==> config.mk <==
export PLATFORM = sky130hd
export DESIGN_NAME = reg_to_mem_store_unit_flat
export DESIGN_NICKNAME = d
export VERILOG_FILES = /design/src/rtl/reg_to_mem_store_unit_pkg.sv /design/src/rtl/reg_to_mem_store_unit_if.sv /design/src/rtl/reg_to_mem_store_unit_lane_merge.sv /design/src/rtl/reg_to_mem_store_unit.sv /design/src/flat_wrapper.sv
export SDC_FILE = /design/constraint.sdc
export NUM_CORES = 1
export LEC_CHECK = 0
export ABC_AREA = 1
export ABC_CLOCK_PERIOD_IN_PS = 4100
export CELL_PAD_IN_SITES_DETAIL_PLACEMENT = 1
export CELL_PAD_IN_SITES_GLOBAL_PLACEMENT = 2
export CORE_ASPECT_RATIO = 1.4
export CORE_MARGIN = 4
export CORE_UTILIZATION = 25
export DETAILED_ROUTE_END_ITERATION = 6
export GPL_TIMING_DRIVEN = 0
export PLACE_DENSITY_LB_ADDON = 0.1
export SYNTH_ARGS = -nofsm -noshare
export SYNTH_HDL_FRONTEND = slang
export SYNTH_SLANG_ARGS = --single-unit
==> constraint.sdc <==
create_clock -name clk -period 4.1 [get_ports clk]
set_input_delay 1.025 -clock clk [delete_from_list [all_inputs] [get_ports clk]]
set_output_delay 1.025 -clock clk [all_outputs]
set_load 0.05 [all_outputs]
==> src/rtl/reg_to_mem_store_unit_pkg.sv <==
// store_pkg: store-width encodings, FSM states and lane masks for reg_to_mem_store_unit.
package store_pkg;
  typedef enum logic [1:0] {ST_SW = 2'b00, ST_SH = 2'b01, ST_SB = 2'b10, ST_RSV = 2'b11} store_type_e;
  typedef enum logic [2:0] {IDLE, CHECK, READ, MERGE, WRITE, DONE} state_e;
  localparam logic [31:0] BYTE_MASK = 32'h0000_00ff;
  localparam logic [31:0] HALF_MASK = 32'h0000_ffff;
endpackage

==> src/rtl/reg_to_mem_store_unit_if.sv <==
// reg_to_mem_store_unit_if: control/register side and memory port of the store unit.
interface reg_to_mem_store_unit_if;
  logic        start;
  logic [1:0]  store_type;
  logic [31:0] addr;
  logic [31:0] reg_data;
  logic [31:0] mem_data_in;
  logic [31:0] mem_addr;
  logic        mem_wr;
  logic [31:0] mem_data_out;
  logic        busy;
  logic        done;
  logic        error;
  modport master (output start, store_type, addr, reg_data, mem_data_in,
                  input mem_addr, mem_wr, mem_data_out, busy, done, error);
  modport slave (input start, store_type, addr, reg_data, mem_data_in,
                 output mem_addr, mem_wr, mem_data_out, busy, done, error);
endinterface

==> src/rtl/reg_to_mem_store_unit_lane_merge.sv <==
// store_lane_merge: drops the byte/half of data into the addressed little-endian lane of old_word.
module store_lane_merge
  import store_pkg::*;
(
  input  logic [31:0] old_word,
  input  logic [31:0] data,
  input  store_type_e st,
  input  logic [1:0]  off,
  output logic [31:0] merged
);
  logic [31:0] mask;
  logic [31:0] ins;
  always_comb begin
    mask = (st == ST_SB) ? BYTE_MASK << {off, 3'b000} : HALF_MASK << {off[1], 4'b0000};
    ins = (st == ST_SB) ? {4{data[7:0]}} : {2{data[15:0]}};
    merged = (st == ST_SW) ? data : (old_word & ~mask) | (ins & mask);
  end
endmodule

==> src/rtl/reg_to_mem_store_unit.sv <==
// reg_to_mem_store_unit: SW direct write, SH/SB read-modify-write into word memory.
// Define STORE_MISALIGN_EXC_EN to reject misaligned SW/SH with error instead of aligning them.
module reg_to_mem_store_unit
  import store_pkg::*;
#(
  parameter int RD_LAT = 1
) (
  input logic clk,
  input logic reset,
  reg_to_mem_store_unit_if.slave bus
);
  localparam logic [1:0] LAT_M1 = 2'(RD_LAT - 1);
  state_e      state_q, state_d;
  store_type_e type_q, type_d;
  logic [1:0]  cnt_q, cnt_d;
  logic [31:0] addr_q, addr_d, data_q, data_d, wdata_q, wdata_d, merged;
  logic        err_q, err_d, misalign;
  store_lane_merge u_merge (
    .old_word(bus.mem_data_in),
    .data(data_q),
    .st(type_q),
    .off(addr_q[1:0]),
    .merged(merged)
  );
`ifdef STORE_MISALIGN_EXC_EN
  assign misalign = (type_q == ST_SW && addr_q[1:0] != 2'b00) || (type_q == ST_SH && addr_q[0]);
`else
  assign misalign = 1'b0;
`endif
  always_comb begin
    state_d = state_q;
    type_d = type_q;
    cnt_d = cnt_q;
    addr_d = addr_q;
    data_d = data_q;
    wdata_d = wdata_q;
    err_d = err_q;
    case (state_q)
      IDLE: if (bus.start) begin
        state_d = CHECK;
        addr_d = bus.addr;
        data_d = bus.reg_data;
        type_d = store_type_e'(bus.store_type);
        err_d = 1'b0;
      end
      CHECK: begin
        err_d = type_q == ST_RSV || misalign;
        state_d = err_d ? DONE : (type_q == ST_SW ? WRITE : READ);
        cnt_d = LAT_M1;
        wdata_d = data_q;
      end
      READ: begin
        cnt_d = cnt_q - 2'd1;
        state_d = (cnt_q == 2'd0) ? MERGE : READ;
      end
      MERGE: begin
        wdata_d = merged;
        state_d = WRITE;
      end
      WRITE: state_d = DONE;
      default: state_d = IDLE;
    endcase
  end
  always_ff @(posedge clk or posedge reset) begin
    if (reset) begin
      state_q <= IDLE;
      type_q <= ST_SW;
      cnt_q <= '0;
      addr_q <= '0;
      data_q <= '0;
      wdata_q <= '0;
      err_q <= 1'b0;
    end else begin
      state_q <= state_d;
      type_q <= type_d;
      cnt_q <= cnt_d;
      addr_q <= addr_d;
      data_q <= data_d;
      wdata_q <= wdata_d;
      err_q <= err_d;
    end
  end
  assign bus.mem_addr = {addr_q[31:2], 2'b00};
  assign bus.mem_wr = state_q == WRITE;
  assign bus.mem_data_out = bus.mem_wr ? wdata_q : '0;
  assign bus.busy = state_q != IDLE;
  assign bus.done = state_q == DONE;
  assign bus.error = bus.done && err_q;
endmodule
==> src/flat_wrapper.sv <==
// flat-port wrapper written by rule: the top's interface ports become plain ports
module reg_to_mem_store_unit_flat import store_pkg::*;
#(
  parameter int RD_LAT = 1
)
  (clk, reset, bus_start, bus_store_type, bus_addr, bus_reg_data, bus_mem_data_in, bus_mem_addr, bus_mem_wr, bus_mem_data_out, bus_busy, bus_done, bus_error);
  reg_to_mem_store_unit_if bus_i ();
  input logic clk;
  input logic reset;
  input wire logic [$bits(bus_i.start)-1:0] bus_start;
  input wire logic [$bits(bus_i.store_type)-1:0] bus_store_type;
  input wire logic [$bits(bus_i.addr)-1:0] bus_addr;
  input wire logic [$bits(bus_i.reg_data)-1:0] bus_reg_data;
  input wire logic [$bits(bus_i.mem_data_in)-1:0] bus_mem_data_in;
  output wire logic [$bits(bus_i.mem_addr)-1:0] bus_mem_addr;
  output wire logic [$bits(bus_i.mem_wr)-1:0] bus_mem_wr;
  output wire logic [$bits(bus_i.mem_data_out)-1:0] bus_mem_data_out;
  output wire logic [$bits(bus_i.busy)-1:0] bus_busy;
  output wire logic [$bits(bus_i.done)-1:0] bus_done;
  output wire logic [$bits(bus_i.error)-1:0] bus_error;
  assign bus_i.start = bus_start;
  assign bus_i.store_type = bus_store_type;
  assign bus_i.addr = bus_addr;
  assign bus_i.reg_data = bus_reg_data;
  assign bus_i.mem_data_in = bus_mem_data_in;
  assign bus_mem_addr = bus_i.mem_addr;
  assign bus_mem_wr = bus_i.mem_wr;
  assign bus_mem_data_out = bus_i.mem_data_out;
  assign bus_busy = bus_i.busy;
  assign bus_done = bus_i.done;
  assign bus_error = bus_i.error;
  reg_to_mem_store_unit #(.RD_LAT(RD_LAT)) u_core (.clk(clk), .reset(reset), .bus(bus_i));
endmodule
==> Word-level counts from Yosys, hierarchy flattened <==
Index checks and enable logic that the tools add are counted.
{ "classes": {"add_sub_neg": 1, "multipliers": 0, "div": 0, "magnitude_cmp": 0, "n_eq_ne": 8, "n_shift": 2, "n_mux": 13, "bitwise": 4, "n_reduce_logical": 10} }
{ "op_table": {"columns": ["cell", "count"], "rows": [
  ["$mux W32", 4],
  ["$and A32 B32 Y32", 2],
  ["$pmux W32 S2", 1],
  ["$not A32 Y32", 1],
  ["$or A32 B32 Y32", 1],
  ["$shl A16 B5 Y32 const A", 1],
  ["$shl A8 B5 Y32 const A", 1],
  ["$pmux W3 S5", 1],
  ["$mux W3", 3],
  ["$eq A3 B2 Y1 const B", 2],
  ["$eq A3 B3 Y1 const B", 2],
  ["$reduce_bool A2 Y1", 3],
  ["$eq A2 B2 Y1 const B", 2],
  ["$logic_not A2 Y1", 2],
  ["$pmux W2 S2", 1],
  ["$reduce_and A2 Y1", 2],
  ["$eq A3 B1 Y1 const B", 1],
  ["$logic_not A3 Y1", 1],
  ["$reduce_bool A3 Y1", 1],
  ["$mux W1", 2],
  ["$ne A2 B2 Y1 const B", 1],
  ["$pmux W1 S2", 1],
  ["$sub A2 B1 Y2 const B", 1],
  ["$logic_and A1 B1 Y1", 1]
]} }
{ "word_totals": {"regBits": 104, "latchBits": 0, "ram_bits": 0, "rom_bits": 0, "word_cells": 45, "n_memories": 0} }

==> Longest topological paths before layout <==
{ "logic_depth": {"ltp_word": 7, "mapped_depth": 10, "mapped_depth_nobuf": 9} }

==> Modules after synthesis <==
From an unflattened synthesis, not the netlist that was laid out.
{ "hier_totals": {"cells_unflattened": 812, "hier_area_um2": 5799.3} }
{ "by_module_without_submodules": {"columns": ["module", "n_inst", "cells_each", "area_each_um2"], "rows": [
  ["reg_to_mem_store_unit", 1, 581, 4840.9],
  ["store_lane_merge", 1, 231, 958.4]
]} }

==> Least setup slack after synthesis <==
No wires, ideal clock.
{ "synth_path": {"kind": "reg-to-output", "from": "reg u_core.state_q[1]", "to": "out bus_error", "arrival_ps": 1718, "required_ps": 3075, "slack_ps": 1357, "path_stages_with_launch": 4, "n_path_buf": 0, "path_cell_list": "dfrtp_1 inv_1 nand2_1 nor3b_1"} }
{ "synth_via": {"elab_chain_len": 2} }
{ "synth_rtl": {"columns": ["element", "line_no", "rtl"], "rows": [
  ["from (decl)", "reg_to_mem_store_unit.sv:13", "state_e state_q, state_d;"],
  ["from (signal assigned)", "reg_to_mem_store_unit.sv:74", "state_q <= state_d;"],
  ["$eq A3 B3 Y1", "reg_to_mem_store_unit.sv:87", "assign bus.done = state_q == DONE;"],
  ["$logic_and A1 B1 Y1", "reg_to_mem_store_unit.sv:88", "assign bus.error = bus.done && err_q;"],
  ["to (decl)", "flat_wrapper.sv:20", "output wire logic [$bits(bus_i.error)-1:0] bus_error;"]
]} }
Every way passes these cells.

==> Worst setup path in the final report <==
{ "layout_path": {"from": "reg u_core.state_q[0]", "to": "out bus_mem_data_out[13]"} }
{ "layout_via": {"elab_chain_len": 2} }
{ "layout_rtl": {"columns": ["element", "line_no", "rtl"], "rows": [
  ["$eq A3 B3 Y1", "reg_to_mem_store_unit.sv:84", "assign bus.mem_wr = state_q == WRITE;"],
  ["$mux W32", "reg_to_mem_store_unit.sv:85", "assign bus.mem_data_out = bus.mem_wr ? wdata_q : '0;"],
  ["to (decl)", "flat_wrapper.sv:17", "output wire logic [$bits(bus_i.mem_data_out)-1:0] bus_mem_data_out;"]
]} }
Every way passes these cells.

==> qor.txt <==
I/O Pins = 169
Nets = 1,012
Clock network power share = 14.1%
Worst Setup Path Type = reg -> out
Syn avg cell area = 7.34 µm²
Core ar. = 21,100 µm²
Slew HR = 42.0%
First-pass GRT wire length = 30,000 µm
Pwr Density = 813 nW/µm²
Final cycle utilization of the critical path = 93.5%
CP cell instances = nor2_1, nand2_2, clkbuf_1, nor2_1, clkdlybuf4s50_1
Critical path arrival = 2.81 ns
Cell variety after synth = 25
Slowest Stage Delay on Critical Path = 0.83 ns
Max IR drop VDD = 0.334 mV
Worst path most repeated cell = nor2_1
Final Max Tran Viols = 0
Worst-Skew Late Latency = 0.36 ns
Sw Ratio = 48.3%
Starting Density = 25.3%
Hold_buf cts = 0
Global-route met2 utilization = 28.4%
Initial antenna violation count = 3
Met1 Resource Use GR = 18.6%
Static Leak = 4.00 nW
Clock transition at path regs = 0.07 ns
Share of layout cells above drive strength 1 = 8.23%
Buf/Inv on CP = 2
Worst slew pin tran = 0.870 ns
CTS tree = built
Grt met3 use = 4.32%
Die X = 132 µm
Setup WS pre-CTS = 0.438 ns
Sw Pwr = 3.01 mW
Vias in the first global route = 5,525
CP required = 3.07 ns
Global route hottest layer = met2
Buffers on Ports = 166
GPL Wtd Cong = 0.800
Util after Layout = 36.3%
Fin crit period = 3.84 ns
Core Rows = 63
Wirelength per Cell = 16.1 µm
Final Hold Fails = 0
Final setup skew = 0.0101 ns
Clk Tree Root Cell = clkbuf_16
HPWL after DPL = 14,900 µm
Status = completed
Synth-to-layout area growth = 43.5%
Router iterations before antenna repair = 4
TritonCTS Buffers = 9
Worst setup margin = 0.265 ns
Startpoint Class = register
Max cap viols = 0
Worst-path maximum fanout = 10
Via Count = 5,059
Total power draw = 6.23 mW
Min-Delay Path Class = reg -> reg
RSZ-0062 raised after global routing = false
Flop pwr share = 28.9%
GRT Residual Overflow = 0
Slowest-stage cell, CP = clkdlybuf4s50_1
Crit. End Element = primary output
DRC Markers = 0
Clock buffer depth = 2
Clk sinks = 104
YS warnings = 0
Sequential-to-total area share from yosys stat = 48.7%
Setup violations, final = 0
Gr usage total = 16.0%
Largest net degree at the start of global routing = 64
1st-iter DRT viols = 161
H-tree lvl count = 3
Gate power share = 57.0%
Internal power = 3.22 mW
Final ANT Viol Nets = 0
Area of the die = 23,800 µm²
Synthesized instance count = 728
CP delay by family, top = buffers and inverters
Synth Cell Area = 5340 µm²
#FFs+latches synth = 104
Max frequency = 0.261 GHz
Die H = 181 µm
Vias per inst = 4.32
WL final = 18,800 µm
Antenna Cells = 0
## worst paths after layout
kind	start	endpoint	slack, ns	depth (start not counted)
max reg2reg	u_core.type_q[0]	u_core.wdata_q[27]	2.15	8
max	u_core.state_q[0]	bus_mem_data_out[13]	0.26	5
max in group asynchronous	reset	u_core.wdata_q[30]	2.18	3
min in group asynchronous	reset	u_core.addr_q[16]	1.22	2
min reg2reg	u_core.addr_q[21]	u_core.addr_q[21]	0.49	2
min	u_core.addr_q[21]	u_core.addr_q[21]	0.49	2
## per-layer routing
metal  part of all wire (%)  wire [µm]
met5                   0.19         35
met4                    2.0        378
met3                    5.9       1100
met2                     52       9720
met1                     40       7600
## Yosys cell counts
master	n	area (µm²)
nand2_1	201	754
inv_1	116	435
dfrtp_1	104	2600
nor2_1	104	390
o21ai_0	47	235
nand3_1	35	175
buf_4	33	248
a21oi_1	29	145
buf_2	16	80.1
clkbuf_1	10	37.5
nand4_1	9	56.3
ha_1	4	50.1
nor3b_1	4	30.0
nand2_2	3	18.8
inv_2	2	7.51
nand3_2	2	20.0
buf_1	1	3.75
clkinv_1	1	3.75
conb_1	1	3.75
nand3b_1	1	7.51
nor2_4	1	11.3
nor3_1	1	5.00
o211ai_1	1	7.51
o22ai_1	1	6.26
or2_2	1	6.26
## through the flow
step | cell area, µm² | hold slack (ns) | TNS (ns) | std cells
2_1_floorplan | 5350 | 0.449 | 0 | 729
3_3_place_gp | 7330 | 0.464 | -159.49 | 1155
3_5_place_dp | 7360 | 0.469 | 0 | 1156
4_1_cts | 7650 | 0.489 | 0 | 1171
5_1_grt | 7660 | 0.506 | 0 | 1171
6_report | 7660 | 0.485 | 0 | 1171
## cells in the final DEF (no fill, tap or decap), drive strengths merged
cell type / count
dfrtp: 104
nand3b: 1
nand2: 204
clkinv: 3
o22ai: 1
or2: 1
nand3: 37
o211ai: 1
inv: 119
nand4: 9
conb: 2
bufinv: 1
a21oi: 29
o21ai: 47
dlymetal6s2s: 5
buf: 51
nor3b: 4
nor2: 105
clkinvlp: 1
ha: 4
clkdlybuf4s50: 161
nor3: 1
clkbuf: 20
## flip-flops by register name, indices dropped and copies added, names as in the netlist
name,flops
u_core.addr_q,32
u_core.cnt_q,2
u_core.data_q,32
u_core.err_q,1
u_core.state_q,3
u_core.type_q,2
u_core.wdata_q,32
## power by group through the flow
stage,combinational [mW],sequential [mW],clock (mW)
2_1_floorplan,2.51,1.72,0
3_3_place_gp,3.57,1.81,0
3_5_place_dp,3.63,1.83,0
4_1_cts,3.65,1.81,0.915
5_1_grt,3.96,1.86,0.951
6_report,3.55,1.80,0.879
## cell families (layout without fill, tap and decap cells)
group                    Yosys count  count (layout)  share of synthesized area, %
buffers and inverters            179             361                          15.3
flip-flops                       104             104                          48.7
AO/OA/AOI/OAI                     78              78                          7.38
adder cells (fa/ha/maj)            4               4                         0.937
AND/OR/NAND/NOR                  362             362                          27.6
other                              1               2                        0.0702
## repair_timing
item | 4_1_cts | 5_1_grt
buffers inserted | 0 | 0
resized for setup | 0 | 6
setup endpoints to repair | 0 | 10
## area by class of cell
cell class / instances / area [µm²]
plain buffers: 60 / 369
clock buffers: 10 / 229
clock inverters: 5 / 56.3
fillers: 2606 / 13500
inverters: 119 / 449
multi-input cells: 446 / 1930
flip-flops and latches: 104 / 2600
well taps: 260 / 325
repair buffers: 167 / 1700
## worst reg2reg max path, cell delays in order (launching register included)
cell and delay [ns]:
dfrtp_1 0.38, inv_1 0.11, ha_1 0.29, nand2_1 0.10, nand2_1 0.16, buf_1 0.37
a21oi_1 0.12, nor2_1 0.23, nor2_1 0.08
Note: power is estimated with default switching activity, not from simulation.
